--- config.mk ---
export PLATFORM = sky130hd
export DESIGN_NAME = axi_bus_arbiter
export DESIGN_NICKNAME = d
export VERILOG_FILES = /design/src/rtl/axi_bus_arbiter.sv
export SDC_FILE = /design/constraint.sdc
export NUM_CORES = 1
export LEC_CHECK = 0
export CAP_MARGIN = 10
export CELL_PAD_IN_SITES_DETAIL_PLACEMENT = 2
export CELL_PAD_IN_SITES_GLOBAL_PLACEMENT = 2
export CORE_AREA = 2 2 232 234
export DETAILED_ROUTE_END_ITERATION = 10
export DIE_AREA = 0 0 234 236
export PLACE_DENSITY_LB_ADDON = 0.1
export SKIP_CTS_REPAIR_TIMING = 1
export SYNTH_ARGS = -nofsm -noshare
export SYNTH_HDL_FRONTEND = slang
export SYNTH_SLANG_ARGS = --single-unit
--- constraint.sdc ---
create_clock -name clk -period 4 [get_ports clk]
set_input_delay 0.8 -clock clk [delete_from_list [all_inputs] [get_ports clk]]
set_output_delay 0.8 -clock clk [all_outputs]
set_load 0.005 [all_outputs]
--- src/rtl/axi_bus_arbiter.sv ---
`default_nettype none
// ============================================================================
// Module      : axi_bus_arbiter
// Description : Two-master (ibus/dbus) to one-manager AXI4 arbiter with
//               independent read and write grant FSMs. Define
//               AXI_ARB_ROUND_ROBIN_EN for last-winner fairness per channel;
//               otherwise dbus has fixed priority.
// Revision    : 1.0 - initial release
// ============================================================================
module axi_bus_arbiter (
    input  logic        clk,
    input  logic        rst,
    // ibus subordinate port
    input  logic [3:0]  s_ibus_awid,
    input  logic [31:0] s_ibus_awaddr,
    input  logic [7:0]  s_ibus_awlen,
    input  logic [2:0]  s_ibus_awsize,
    input  logic [1:0]  s_ibus_awburst,
    input  logic [2:0]  s_ibus_awprot,
    input  logic        s_ibus_awvalid,
    output logic        s_ibus_awready,
    input  logic [31:0] s_ibus_wdata,
    input  logic [3:0]  s_ibus_wstrb,
    input  logic        s_ibus_wlast,
    input  logic        s_ibus_wvalid,
    output logic        s_ibus_wready,
    output logic [3:0]  s_ibus_bid,
    output logic [1:0]  s_ibus_bresp,
    output logic        s_ibus_bvalid,
    input  logic        s_ibus_bready,
    input  logic [3:0]  s_ibus_arid,
    input  logic [31:0] s_ibus_araddr,
    input  logic [7:0]  s_ibus_arlen,
    input  logic [2:0]  s_ibus_arsize,
    input  logic [1:0]  s_ibus_arburst,
    input  logic [2:0]  s_ibus_arprot,
    input  logic        s_ibus_arvalid,
    output logic        s_ibus_arready,
    output logic [3:0]  s_ibus_rid,
    output logic [31:0] s_ibus_rdata,
    output logic [1:0]  s_ibus_rresp,
    output logic        s_ibus_rlast,
    output logic        s_ibus_rvalid,
    input  logic        s_ibus_rready,
    // dbus subordinate port
    input  logic [3:0]  s_dbus_awid,
    input  logic [31:0] s_dbus_awaddr,
    input  logic [7:0]  s_dbus_awlen,
    input  logic [2:0]  s_dbus_awsize,
    input  logic [1:0]  s_dbus_awburst,
    input  logic [2:0]  s_dbus_awprot,
    input  logic        s_dbus_awvalid,
    output logic        s_dbus_awready,
    input  logic [31:0] s_dbus_wdata,
    input  logic [3:0]  s_dbus_wstrb,
    input  logic        s_dbus_wlast,
    input  logic        s_dbus_wvalid,
    output logic        s_dbus_wready,
    output logic [3:0]  s_dbus_bid,
    output logic [1:0]  s_dbus_bresp,
    output logic        s_dbus_bvalid,
    input  logic        s_dbus_bready,
    input  logic [3:0]  s_dbus_arid,
    input  logic [31:0] s_dbus_araddr,
    input  logic [7:0]  s_dbus_arlen,
    input  logic [2:0]  s_dbus_arsize,
    input  logic [1:0]  s_dbus_arburst,
    input  logic [2:0]  s_dbus_arprot,
    input  logic        s_dbus_arvalid,
    output logic        s_dbus_arready,
    output logic [3:0]  s_dbus_rid,
    output logic [31:0] s_dbus_rdata,
    output logic [1:0]  s_dbus_rresp,
    output logic        s_dbus_rlast,
    output logic        s_dbus_rvalid,
    input  logic        s_dbus_rready,
    // manager port
    output logic [3:0]  m_axi_awid,
    output logic [31:0] m_axi_awaddr,
    output logic [7:0]  m_axi_awlen,
    output logic [2:0]  m_axi_awsize,
    output logic [1:0]  m_axi_awburst,
    output logic [2:0]  m_axi_awprot,
    output logic        m_axi_awvalid,
    input  logic        m_axi_awready,
    output logic [31:0] m_axi_wdata,
    output logic [3:0]  m_axi_wstrb,
    output logic        m_axi_wlast,
    output logic        m_axi_wvalid,
    input  logic        m_axi_wready,
    input  logic [3:0]  m_axi_bid,
    input  logic [1:0]  m_axi_bresp,
    input  logic        m_axi_bvalid,
    output logic        m_axi_bready,
    output logic [3:0]  m_axi_arid,
    output logic [31:0] m_axi_araddr,
    output logic [7:0]  m_axi_arlen,
    output logic [2:0]  m_axi_arsize,
    output logic [1:0]  m_axi_arburst,
    output logic [2:0]  m_axi_arprot,
    output logic        m_axi_arvalid,
    input  logic        m_axi_arready,
    input  logic [3:0]  m_axi_rid,
    input  logic [31:0] m_axi_rdata,
    input  logic [1:0]  m_axi_rresp,
    input  logic        m_axi_rlast,
    input  logic        m_axi_rvalid,
    output logic        m_axi_rready,
    // debug
    output logic        rd_owner
);

    typedef enum logic [1:0] {
        RD_IDLE = 2'd0,
        RD_ADDR = 2'd1,
        RD_DATA = 2'd2
    } rd_state_t;

    typedef enum logic [1:0] {
        WR_IDLE = 2'd0,
        WR_ADDR = 2'd1,
        WR_DATA = 2'd2,
        WR_RESP = 2'd3
    } wr_state_t;

    rd_state_t r_rd_state, w_rd_next;
    wr_state_t r_wr_state, w_wr_next;
    logic      r_rd_owner, r_wr_owner;
    logic      w_rd_req, w_wr_req, w_rd_pick, w_wr_pick;
    logic      w_rd_addr, w_rd_data, w_wr_addr, w_wr_data, w_wr_resp;
    logic      w_rd_done, w_wr_done;

    assign w_rd_req  = s_ibus_arvalid | s_dbus_arvalid;
    assign w_wr_req  = s_ibus_awvalid | s_dbus_awvalid;
    assign w_rd_addr = (r_rd_state == RD_ADDR);
    assign w_rd_data = (r_rd_state == RD_DATA);
    assign w_wr_addr = (r_wr_state == WR_ADDR);
    assign w_wr_data = (r_wr_state == WR_DATA);
    assign w_wr_resp = (r_wr_state == WR_RESP);
    assign w_rd_done = m_axi_rvalid & m_axi_rready & m_axi_rlast;
    assign w_wr_done = m_axi_bvalid & m_axi_bready;

`ifdef AXI_ARB_ROUND_ROBIN_EN
    // Last-winner per channel: on a tie the other master gets the grant.
    logic r_rd_last, r_wr_last;

    always_ff @(posedge clk or negedge rst) begin
        if (!rst) begin
            r_rd_last <= 1'b0;
            r_wr_last <= 1'b0;
        end else begin
            if (w_rd_done) r_rd_last <= r_rd_owner;
            if (w_wr_done) r_wr_last <= r_wr_owner;
        end
    end

    assign w_rd_pick = (s_ibus_arvalid & s_dbus_arvalid) ? ~r_rd_last : s_dbus_arvalid;
    assign w_wr_pick = (s_ibus_awvalid & s_dbus_awvalid) ? ~r_wr_last : s_dbus_awvalid;
`else
    assign w_rd_pick = s_dbus_arvalid;
    assign w_wr_pick = s_dbus_awvalid;
`endif

    always_ff @(posedge clk or negedge rst) begin
        if (!rst) begin
            r_rd_state <= RD_IDLE;
            r_wr_state <= WR_IDLE;
            r_rd_owner <= 1'b0;
            r_wr_owner <= 1'b0;
        end else begin
            r_rd_state <= w_rd_next;
            r_wr_state <= w_wr_next;
            if (r_rd_state == RD_IDLE && w_rd_req) r_rd_owner <= w_rd_pick;
            if (r_wr_state == WR_IDLE && w_wr_req) r_wr_owner <= w_wr_pick;
        end
    end

    always_comb begin
        w_rd_next = r_rd_state;
        case (r_rd_state)
            RD_IDLE: if (w_rd_req)                       w_rd_next = RD_ADDR;
            RD_ADDR: if (m_axi_arvalid & m_axi_arready)  w_rd_next = RD_DATA;
            RD_DATA: if (w_rd_done)                      w_rd_next = RD_IDLE;
            default:                                     w_rd_next = RD_IDLE;
        endcase
    end

    always_comb begin
        w_wr_next = r_wr_state;
        case (r_wr_state)
            WR_IDLE: if (w_wr_req)                                     w_wr_next = WR_ADDR;
            WR_ADDR: if (m_axi_awvalid & m_axi_awready)                w_wr_next = WR_DATA;
            WR_DATA: if (m_axi_wvalid & m_axi_wready & m_axi_wlast)    w_wr_next = WR_RESP;
            WR_RESP: if (w_wr_done)                                    w_wr_next = WR_IDLE;
            default:                                                   w_wr_next = WR_IDLE;
        endcase
    end

    assign rd_owner = r_rd_owner;

    // Read address: granted master passes through only while in RD_ADDR.
    assign m_axi_arvalid  = w_rd_addr & (r_rd_owner ? s_dbus_arvalid : s_ibus_arvalid);
    assign m_axi_arid     = w_rd_addr ? (r_rd_owner ? s_dbus_arid    : s_ibus_arid)    : '0;
    assign m_axi_araddr   = w_rd_addr ? (r_rd_owner ? s_dbus_araddr  : s_ibus_araddr)  : '0;
    assign m_axi_arlen    = w_rd_addr ? (r_rd_owner ? s_dbus_arlen   : s_ibus_arlen)   : '0;
    assign m_axi_arsize   = w_rd_addr ? (r_rd_owner ? s_dbus_arsize  : s_ibus_arsize)  : '0;
    assign m_axi_arburst  = w_rd_addr ? (r_rd_owner ? s_dbus_arburst : s_ibus_arburst) : '0;
    assign m_axi_arprot   = w_rd_addr ? (r_rd_owner ? s_dbus_arprot  : s_ibus_arprot)  : '0;
    assign s_ibus_arready = w_rd_addr & ~r_rd_owner & m_axi_arready;
    assign s_dbus_arready = w_rd_addr &  r_rd_owner & m_axi_arready;

    // Read data: payload fans out to both, handshakes only to the owner.
    assign s_ibus_rvalid  = w_rd_data & ~r_rd_owner & m_axi_rvalid;
    assign s_dbus_rvalid  = w_rd_data &  r_rd_owner & m_axi_rvalid;
    assign m_axi_rready   = w_rd_data & (r_rd_owner ? s_dbus_rready : s_ibus_rready);
    assign s_ibus_rid     = m_axi_rid;
    assign s_ibus_rdata   = m_axi_rdata;
    assign s_ibus_rresp   = m_axi_rresp;
    assign s_ibus_rlast   = m_axi_rlast;
    assign s_dbus_rid     = m_axi_rid;
    assign s_dbus_rdata   = m_axi_rdata;
    assign s_dbus_rresp   = m_axi_rresp;
    assign s_dbus_rlast   = m_axi_rlast;

    assign m_axi_awvalid  = w_wr_addr & (r_wr_owner ? s_dbus_awvalid : s_ibus_awvalid);
    assign m_axi_awid     = w_wr_addr ? (r_wr_owner ? s_dbus_awid    : s_ibus_awid)    : '0;
    assign m_axi_awaddr   = w_wr_addr ? (r_wr_owner ? s_dbus_awaddr  : s_ibus_awaddr)  : '0;
    assign m_axi_awlen    = w_wr_addr ? (r_wr_owner ? s_dbus_awlen   : s_ibus_awlen)   : '0;
    assign m_axi_awsize   = w_wr_addr ? (r_wr_owner ? s_dbus_awsize  : s_ibus_awsize)  : '0;
    assign m_axi_awburst  = w_wr_addr ? (r_wr_owner ? s_dbus_awburst : s_ibus_awburst) : '0;
    assign m_axi_awprot   = w_wr_addr ? (r_wr_owner ? s_dbus_awprot  : s_ibus_awprot)  : '0;
    assign s_ibus_awready = w_wr_addr & ~r_wr_owner & m_axi_awready;
    assign s_dbus_awready = w_wr_addr &  r_wr_owner & m_axi_awready;

    // Write data is never buffered: wready is a straight pass-through in WR_DATA.
    assign m_axi_wvalid   = w_wr_data & (r_wr_owner ? s_dbus_wvalid : s_ibus_wvalid);
    assign m_axi_wdata    = w_wr_data ? (r_wr_owner ? s_dbus_wdata : s_ibus_wdata) : '0;
    assign m_axi_wstrb    = w_wr_data ? (r_wr_owner ? s_dbus_wstrb : s_ibus_wstrb) : '0;
    assign m_axi_wlast    = w_wr_data & (r_wr_owner ? s_dbus_wlast : s_ibus_wlast);
    assign s_ibus_wready  = w_wr_data & ~r_wr_owner & m_axi_wready;
    assign s_dbus_wready  = w_wr_data &  r_wr_owner & m_axi_wready;

    assign s_ibus_bvalid  = w_wr_resp & ~r_wr_owner & m_axi_bvalid;
    assign s_dbus_bvalid  = w_wr_resp &  r_wr_owner & m_axi_bvalid;
    assign m_axi_bready   = w_wr_resp & (r_wr_owner ? s_dbus_bready : s_ibus_bready);
    assign s_ibus_bid     = m_axi_bid;
    assign s_ibus_bresp   = m_axi_bresp;
    assign s_dbus_bid     = m_axi_bid;
    assign s_dbus_bresp   = m_axi_bresp;

endmodule
`default_nettype wire
* Yosys cells after proc, flatten, opt, wreduce, memory -nomap -nowiden
Index checks and enable logic that the tools add are counted.
Cells by class: eq/ne operators 12, muxes and demuxes 43, bitwise gates (word level) 37, reductions and logical operators 6
Operators by type and width (number):
- 32-bit 2-to-1 mux | 6
- 1-bit bitwise AND | 33
- 8-bit 2-to-1 mux | 4
- 3-bit 2-to-1 mux | 8
- 4-bit 2-to-1 mux | 6
- 2-bit 2-to-1 mux | 11
- 2-bit by 1-bit != test with 1-bit output, second input constant | 5
- 2-bit case mux with 4 select lines | 1
- 2-bit == test, second input constant | 3
- 1-bit 2-to-1 mux | 6
- 2-bit case mux with 3 select lines | 1
- 2-bit by 1-bit == test with 1-bit output, second input constant | 2
- 2-bit zero test | 2
- 2-bit != test, second input constant | 2
- 4-bit AND reduction | 1
- 3-bit AND reduction | 1
- 1-bit logical AND | 2
- 1-bit NOT | 2
- 1-bit bitwise OR | 2
Word-level totals: flip-flop bits (word level) 6, input bits 344, output and inout bits 247, logic and storage cells 102

* Longest topological paths before layout
Gate-level depths: netlist of run 1.
word-level depth 6, depth in mapped cells 6, depth with buffers taken out 5

* Least setup slack after synthesis of run 1
Ideal clock, no wire load.
kind register to output, start point register r_rd_owner (netlist: rd_owner), end point output m_axi_araddr[0], arrival time 1.240 ns, data required time 3.200 ns, path slack 1.960 ns, stages on the path, launching flop included 6, path buffers 3, cells stage by stage dfrtp_1 > clkbuf_1 > nor3b_1 > buf_2 > buf_2 > a22o_1
Between the ends: longest elaborated chain between the ends 2
RTL lines:
- start: declaration | line 128 | logic r_rd_owner, r_wr_owner;
- start signal: assignment | line 173 | if (r_rd_state == RD_IDLE && w_rd_req) r_rd_owner <= w_rd_pick;
- 32-bit 2-to-1 mux (2 in a row) | line 204 | assign m_axi_araddr = w_rd_addr ? (r_rd_owner ? s_dbus_araddr : s_ibus_araddr) : '0;
- end: declaration | line 96 | output logic [31:0] m_axi_araddr,
No other way between the ends.

* Worst setup path after layout of run 1
start point register r_rd_owner (netlist: rd_owner), end point output m_axi_arlen[5]
Between the ends: longest elaborated chain between the ends 2
RTL lines:
- 8-bit 2-to-1 mux (2 in a row) | line 205 | assign m_axi_arlen = w_rd_addr ? (r_rd_owner ? s_dbus_arlen : s_ibus_arlen) : '0;
- end: declaration | line 97 | output logic [7:0] m_axi_arlen,
No other way between the ends.

==> results of run 1 <==
## where the power goes
part	total (mW)	leakage [nW]	switching, mW	internal [mW]
Clock	0.173	0.0382	0.0404	0.133
Sequential	0.219	0.0699	0.123	0.0954
Combinational	3.66	2.92	1.48	2.17
Total	4.05	3.03	1.65	2.40
## cell usage after synthesis, types with 2 or more instances
master	count	area [um^2]
clkbuf_1	12	45.04
and3_1	4	25.02
and2_1	2	12.51
nor2_1	7	26.28
nand3_1	2	10.01
buf_4	92	690.7
buf_2	20	100.1
dfrtp_1	6	150.1
ha_1	4	50.05
inv_1	4	15.01
nand2_1	6	22.52
mux2i_1	94	940.9
a22o_1	56	490.5
nor2b_1	95	594.3
## metrics by stage
stage	total power [mW]	hold WS, ns
floorplan	1.813	0.4547
global placement	4.091	0.5550
detailed placement	4.025	0.5183
CTS	4.225	0.5225
global route	4.403	0.5577
finish	4.050	0.5175
## final cells by class
cell class	instances	area (um^2)
Inverter	4	15.01
Tap cell	696	870.8
Timing Repair Buffer	467	4715
Fill cell	6166	44970
Antenna cell	2	5.005
Multi-Input combinational cell	279	2261
Sequential cell	6	153.9
Clock buffer	4	78.83
## worst reg2reg max path, stage by stage (launching register included)
cell     delay [ns]
dfrtp_4        0.79
buf_12         0.32
mux2i_1        0.15
o31ai_1        0.35
nand3_1        0.19
mux2_1         0.34
## sequential cells by signal, summed over array words and instances (netlist names)
register / cells
r_wr_state: 2
rd_owner: 1
r_wr_owner: 1
r_rd_state: 2
## cells by family after synthesis
logic type      count (synthesis)  share of synthesized area, %
compound gates                 60                         16.19
fa+ha+maj                       4                         1.539
buf+inv                       128                         26.15
flops                           6                         4.615
mux                            96                         29.62
simple gates                  119                         21.88
## routing by layer
metal  vias to the layer above  part of all wire (%)
met5                         -                  0.17
met4                         6                   1.3
met3                        35                    14
met2                       317                    51
met1                      2043                    33
li1                       2045                     -
## how the worst max path moves through the flow
stage,to,slack (ns),cells past startpoint
2_1_floorplan,m_axi_araddr[0],1.96,5
3_3_place_gp,m_axi_araddr[10],1.04,4
3_5_place_dp,m_axi_awaddr[19],1.06,5
4_1_cts,m_axi_arlen[5],0.81,4
5_1_grt,m_axi_awaddr[31],0.71,5
6_report,m_axi_arlen[5],0.87,4
## layout by cell type, fill, tap and decap left out
master,Yosys,routed
a22o_1,56,56
nor3b_2,0,1
and2_1,2,2
inv_1,4,4
ha_1,4,3
o21ai_0,1,1
buf_4,92,4
clkbuf_1,12,1
nand3_1,2,2
nor3_1,1,1
mux2_2,1,1
nor2_1,7,7
clkdlybuf4s50_1,0,458
nand2_1,6,6
dfrtp_4,0,1
and3_1,4,4
o31ai_1,1,1
mux2_1,1,1
diode_2,0,2
and3b_2,0,1
nor2b_1,95,95
dfrtp_1,6,5
a311oi_1,1,1
ha_2,0,1
clkbuf_16,0,3
mux2i_1,94,94
buf_12,0,5
a221oi_2,1,1
==> results.cfg, run 1 <==
[setup_path]
critPathLaunchType = register
r2r_end = r_wr_state[1]
cp-startpoint = rd_owner
path_delay_family = buffers and inverters
crit_type = reg -> out
cp.arrival_ns = 2.33
cpPeakStageDelay_ns = 0.66
cp_slowest_cell = and3b_2
crit_buf_inv = 2
cp_data_required_time_ns = 3.20
r2r_start = r_wr_owner
r2r_slack_ns = 1.73
critical_path.cell_chain = and3b_2, buf_12, a22o_1, clkdlybuf4s50_1
ff2ff_path_depth = 5
crit_fanout = 27
critical_path.endpoint_type = output port

[yosys]
syn_inst = 413
syn_avg_cell_area_um2 = 7.877
synth_edf_count = 0
synthArstFlopShare_pct = 100.0
seq_area_frac_synth_pct = 4.615
syn_area_mm2 = 0.003253
synth_ff_type = dfrtp_1
yosysWarnings = 0
yosysUniqueCellTypes = 23
synth_seq_cells = 6
synth_nets = 761

[timing]
final-setup-viol-count = 0
tns_ns = 0
slew-limit-headroom_pct = 57.42
final_max_slew_viol_count = 0
post-route-period-util_pct = 78.29
worst-slew-pin-transition_ns = 0.6387
grt_setup_unrepaired = false
fin_skew_ns = 0.0001465
fin_crit_ns = 3.131
fmax_mhz = 319.3
hold_violations = 0
worst_slack_ns = 0.8686

[floorplan]
placementRows = 85
coreArea_mm2 = 0.05307
start_util_pct = 6.130
die-area_mm2 = 0.05522
io_pins = 591
die_w_um = 234
die_y_um = 236

[route]
drtPass1Iterations = 4
routed_via_density = 3.049
drt_iter0_drc = 37
antenna_left = 0
wirelength_mm = 25.91
vias = 4446
wl_per_cell_um = 17.77
drc = 0

[run]
maxCapViolations = 0

[power]
p_per_area_mw_per_mm2 = 500.1
power.leakage_nw = 3.030
peakVddDrop_mv = 0.2102

[global_routing]
grt.overflow.total = 0
antenna_found_initial = 6
grt_pass1_vias = 5020
grt_use_total_pct = 8.737
grt_pass1_wl_mm = 35.41
grt.met1_usage_pct = 8.193
grt_busiest_layer = met2
use_met2_pct = 16.63
grt_max_degree = 55
met3_usage_pct = 4.739

[final_layout]
area_delta_synth_final_pct = 149.0
fin_nets = 1109
final_area_mm2 = 0.008099
final_core_util_pct = 15.26
final_cells = 1458
drive_above_1_share_pct = 2.368

[cts]
cts-root-buf = clkbuf_16
cts_sinks = 6
htreeDepth = 1
clk_latency_ns = 0.23
cts_buffer_depth = 2
numCtsBuffers = 3
cts_tree = yes
clkTransAtPathRegs_ns = 0.04

[min_path]
hold_path_class = reg -> reg
hold_depth = 1
hp-start = r_rd_state[1]
hold_end = r_rd_state[0]

[place]
placed_cells = 1452
place_congestion = 0.6690
dp_slack_ns = 1.064
place_area_mm2 = 0.008015
hpwl_mm = 22.52
io_buffer_count = 458

[status]
status = finished, final reports clean
(Power assumes the default switching activity.)
==> run 2, diff against run 1 <==
==> constraint.sdc (replaced) <==
create_clock -name clk -period 3.23 [get_ports clk]
set_input_delay 0.646 -clock clk [delete_from_list [all_inputs] [get_ports clk]]
set_output_delay 0.646 -clock clk [all_outputs]
set_load 0.005 [all_outputs]
==> run 2 against run 1 <==
- first-iteration DRC count is 41% lower
- critical path depth unchanged
- cell count about the same
- hold slack better by 0.026 ns
- setup slack worse by 0.46 ns
- sequential power about the same
- final area did not move
- via count fell by 0.47%
- routed wire length is 0.51% lower
- register-to-register slack worse by 0.60 ns
- critical path type unchanged
- largest power group unchanged
- highest routed layer unchanged
==> results.cfg, run 2 (synthesized netlist as in run 1, its figures left out) <==
[timing]
worst_slack_ns = 0.4095
fmax_mhz = 354.6
tns_ns = 0
grt_setup_unrepaired = false
worst-slew-pin-transition_ns = 0.4182
final-setup-viol-count = 0
post-route-period-util_pct = 87.32
slew-limit-headroom_pct = 72.03
hold_violations = 0
fin_crit_ns = 2.820
final_max_slew_viol_count = 0
fin_skew_ns = 0.0001835

[cts]
cts-root-buf = clkbuf_16
numCtsBuffers = 3
clk_latency_ns = 0.23
htreeDepth = 1
cts_sinks = 6
cts_buffer_depth = 2
cts_tree = yes
clkTransAtPathRegs_ns = 0.04

[setup_path]
critical_path.endpoint_type = output port
cp.arrival_ns = 2.17
crit_fanout = 54
critical_path.cell_chain = nor3b_2, buf_12, a22o_1, clkdlybuf4s50_1
cpPeakStageDelay_ns = 0.55
critPathLaunchType = register
cp_slowest_cell = clkdlybuf4s50_1
r2r_slack_ns = 1.13
cp_data_required_time_ns = 2.58
crit_type = reg -> out

[place]
dp_slack_ns = 0.5326
hpwl_mm = 22.38
place_congestion = 0.6694
io_buffer_count = 458

[floorplan]
die_w_um = 234
io_pins = 591
die_y_um = 236
start_util_pct = 6.130
die-area_mm2 = 0.05522
coreArea_mm2 = 0.05307
placementRows = 85

[run]
maxCapViolations = 0

[route]
vias = 4425
wl_per_cell_um = 17.67
drtPass1Iterations = 3
antenna_left = 0
routed_via_density = 3.033
drt_iter0_drc = 22
drc = 0
wirelength_mm = 25.78

[global_routing]
antenna_found_initial = 3
grt_max_degree = 55
grt_pass1_vias = 5047
grt_use_total_pct = 8.711
grt_pass1_wl_mm = 35.51
grt.overflow.total = 0

[final_layout]
drive_above_1_share_pct = 2.625
reg_top3 = r_rd_state x2, r_wr_state x2
final_cell_mix = 458 x clkdlybuf4s50_1, 95 x nor2b_1, 94 x mux2i_1, 56 x a22o_1
area_delta_synth_final_pct = 149.0
mostFrequentLayoutCell = clkdlybuf4s50_1
fin_nets = 1111

[power]
swShare_pct = 40.58
power_frac_clock_pct = 4.3
power.leakage_nw = 3.036
peakVddDrop_mv = 0.2363
p_comb_share_pct = 91.2
p_per_area_mw_per_mm2 = 616.8
p_sw_mw = 2.027
internal_power_mw = 2.968
p_seq_share_pct = 4.4

[min_path]
hold_path_class = reg -> reg

[status]
status = finished, final reports clean
-- run 2: changes by cell type in the layout (fill, tap and decap cells not counted) --
cell / before / now
buf_12: 5 / 4
buf_4: 4 / 7
diode_2: 2 / 1
-- run 2: final cells by class --
type / instances / area (um^2)
antenna: 1 / 2.502
clock buffer: 4 / 78.83
fill: 6171 / 44970
inverter: 4 / 15.01
multi-input combinational: 279 / 2261
sequential: 6 / 153.9
tap: 696 / 870.8
timing repair buffer: 469 / 4717
-- run 2: critical path, delay by kind of cell (launching register included) --
kind / cells / cell delay, ns
flip-flops: 1 / 0.48
AND/OR/NAND/NOR: 1 / 0.30
AO/OA/AOI/OAI: 1 / 0.31
buffers and inverters: 2 / 0.84
-- run 2: metrics by stage --
step                instances  hold slack (ns)  total power, mW  area (um^2)  util [%]
floorplan                 413           0.3504            2.245         3253         -
global placement         1454           0.5465            5.046         8018     15.11
detailed placement       1454           0.5537            4.968         8018     15.11
CTS                      1458           0.5599            5.219         8097     15.26
global route             1458           0.5964            5.450         8097     15.26
finish                   1459           0.5434            4.995         8099     15.26
-- run 2: metal layers --
layer	wire (um)	track usage (%)	vias to the layer above	share of wire, %
li1	-	-	2042	-
met1	8611	8.177	2027	33
met2	13430	16.87	321	52
met3	3374	4.352	31	13
met4	334	1.400	4	1.3
met5	23	0	-	0.089
-- run 2: worst paths after layout --
path | cells past startpoint | endpoint | start
hold reg to reg | 1 | r_rd_state[0] | r_rd_state[1]
max in group asynchronous | 1 | r_wr_owner | rst
min in group asynchronous | 1 | r_rd_state[1] | rst
hold / removal | 1 | r_rd_state[0] | r_rd_state[1]
setup / recovery | 4 | m_axi_arlen[0] | rd_owner
setup reg to reg | 5 | r_wr_state[1] | r_wr_owner
-- run 2: power by group through the flow --
stage	clock network, mW	registers [mW]	logic (mW)
after floorplan	0	0.141	2.10
after detailed placement	0	0.230	4.74
after global placement	0	0.231	4.81
after CTS	0.222	0.231	4.77
after global routing	0.226	0.236	4.99
final	0.215	0.222	4.56
==> run 3, diff against run 2 <==
--- a/config.mk
+++ b/config.mk
@@ -11,7 +11,9 @@
 export CORE_AREA = 2 2 232 234
 export DETAILED_ROUTE_END_ITERATION = 10
 export DIE_AREA = 0 0 234 236
+export MAX_ROUTING_LAYER = met4
 export PLACE_DENSITY_LB_ADDON = 0.1
+export SETUP_SLACK_MARGIN = 0.3
 export SKIP_CTS_REPAIR_TIMING = 1
 export SYNTH_ARGS = -nofsm -noshare
 export SYNTH_HDL_FRONTEND = slang
==> run 3 against run 2 <==
- hold slack gained 0.0029 ns
- final area grew 0.12%
- total power barely moved
- die area did not move
- critical path type unchanged
- setup slack improved by 0.016 ns
- utilization hardly changed
==> results.cfg, run 3 (synthesized netlist as in run 1, its figures left out) <==
[timing]
final-setup-viol-count = 0
tns_ns = 0
fmax_mhz = 356.6
worst_slack_ns = 0.4260
hold_violations = 0
slew-limit-headroom_pct = 72.55
fin_crit_ns = 2.804
fin_skew_ns = 0.00009645
worst-slew-pin-transition_ns = 0.4082
final_max_slew_viol_count = 0
grt_setup_unrepaired = false
post-route-period-util_pct = 86.81

[cts]
htreeDepth = 1
cts-root-buf = clkbuf_16
clk_latency_ns = 0.23
numCtsBuffers = 3
cts_buffer_depth = 2
cts_tree = yes
cts_sinks = 6
clkTransAtPathRegs_ns = 0.04

[final_layout]
area_delta_synth_final_pct = 149.3
final_core_util_pct = 15.28
mostFrequentLayoutCell = clkdlybuf4s50_1
drive_above_1_share_pct = 2.625
reg_top3 = r_rd_state x2, r_wr_state x2
final_area_mm2 = 0.008109
fin_nets = 1111
final_cells = 1461
final_cell_mix = 458 x clkdlybuf4s50_1, 95 x nor2b_1, 94 x mux2i_1, 56 x a22o_1

[floorplan]
die-area_mm2 = 0.05522
placementRows = 85
io_pins = 591
start_util_pct = 6.130
die_w_um = 234
coreArea_mm2 = 0.05307
die_y_um = 236

[setup_path]
critPathLaunchType = register
crit_type = reg -> out
crit_fanout = 54
cp_data_required_time_ns = 2.58
critical_path.endpoint_type = output port
cp.arrival_ns = 2.16

[route]
wl_per_cell_um = 17.64
vias = 4440
wirelength_mm = 25.77
drc = 0
drt_iter0_drc = 15
routed_via_density = 3.039
drtPass1Iterations = 4
antenna_left = 0

[global_routing]
grt_use_total_pct = 8.968
grt_pass1_vias = 5085
grt_max_degree = 55
antenna_found_initial = 3
grt_pass1_wl_mm = 35.33
grt.overflow.total = 0

[power]
power.leakage_nw = 3.039
peakVddDrop_mv = 0.2333
p_per_area_mw_per_mm2 = 616.6

[status]
status = finished, final reports clean

[place]
place_area_mm2 = 0.008018
placed_cells = 1454
dp_slack_ns = 0.5326
io_buffer_count = 458
place_congestion = 0.6760
hpwl_mm = 22.38

[min_path]
hold_path_class = reg -> reg

[run]
maxCapViolations = 0
## run 3: cell count changes in the layout (fill, tap and decap cells not counted), sizes merged
| cell | before | now |
|---|---|---|
| buf | 11 | 10 |
| clkbuf | 4 | 5 |
| diode | 1 | 3 |
## run 3: cell type report
type                       count  area (um^2)
clock buffer                   4        78.83
sequential                     6        153.9
tap                          696        870.8
inverter                       4        15.01
timing repair buffer         469         4722
fill                        6174        44960
multi-input combinational    279         2261
antenna                        3        7.507
## run 3: worst paths after layout
path,from,end,slack [ns],depth (start not counted)
min in group asynchronous,rst,r_rd_state[1],0.72,1
min,r_rd_state[1],r_rd_state[0],0.55,1
max,rd_owner,m_axi_arlen[0],0.43,4
min reg2reg,r_rd_state[1],r_rd_state[0],0.55,1
max in group asynchronous,rst,r_wr_owner,2.18,1
max reg2reg,r_wr_owner,r_wr_state[1],1.12,5
## run 3: critical path, cell delays in order (launching register included)
cell             delay (ns)
dfrtp_1                0.48
nor3b_2                0.28
clkbuf_16              0.31
a22o_1                 0.30
clkdlybuf4s50_1        0.54
## run 3: routing by layer
metal | vias up | GRT usage [%] | wire length (um)
met1 | 2048 | 8.492 | 8830
met4 | 0 | 1.400 | 323
li1 | 2042 | - | -
met2 | 321 | 16.85 | 13490
met3 | 29 | 3.868 | 3122
met5 | - | - | 0
## run 3: power breakdown
part	total [mW]	internal [mW]	switching (mW)
sequential	0.222	0.119	0.103
clock	0.214	0.165	0.0495
combinational	4.56	2.69	1.88
## run 3: per-stage QoR
stage | hold slack, ns | power (mW)
2_1_floorplan | 0.3504 | 2.245
3_3_place_gp | 0.5465 | 5.046
3_5_place_dp | 0.5537 | 4.968
5_1_grt | 0.5964 | 5.452
4_1_cts | 0.5599 | 5.219
6_report | 0.5463 | 5.000
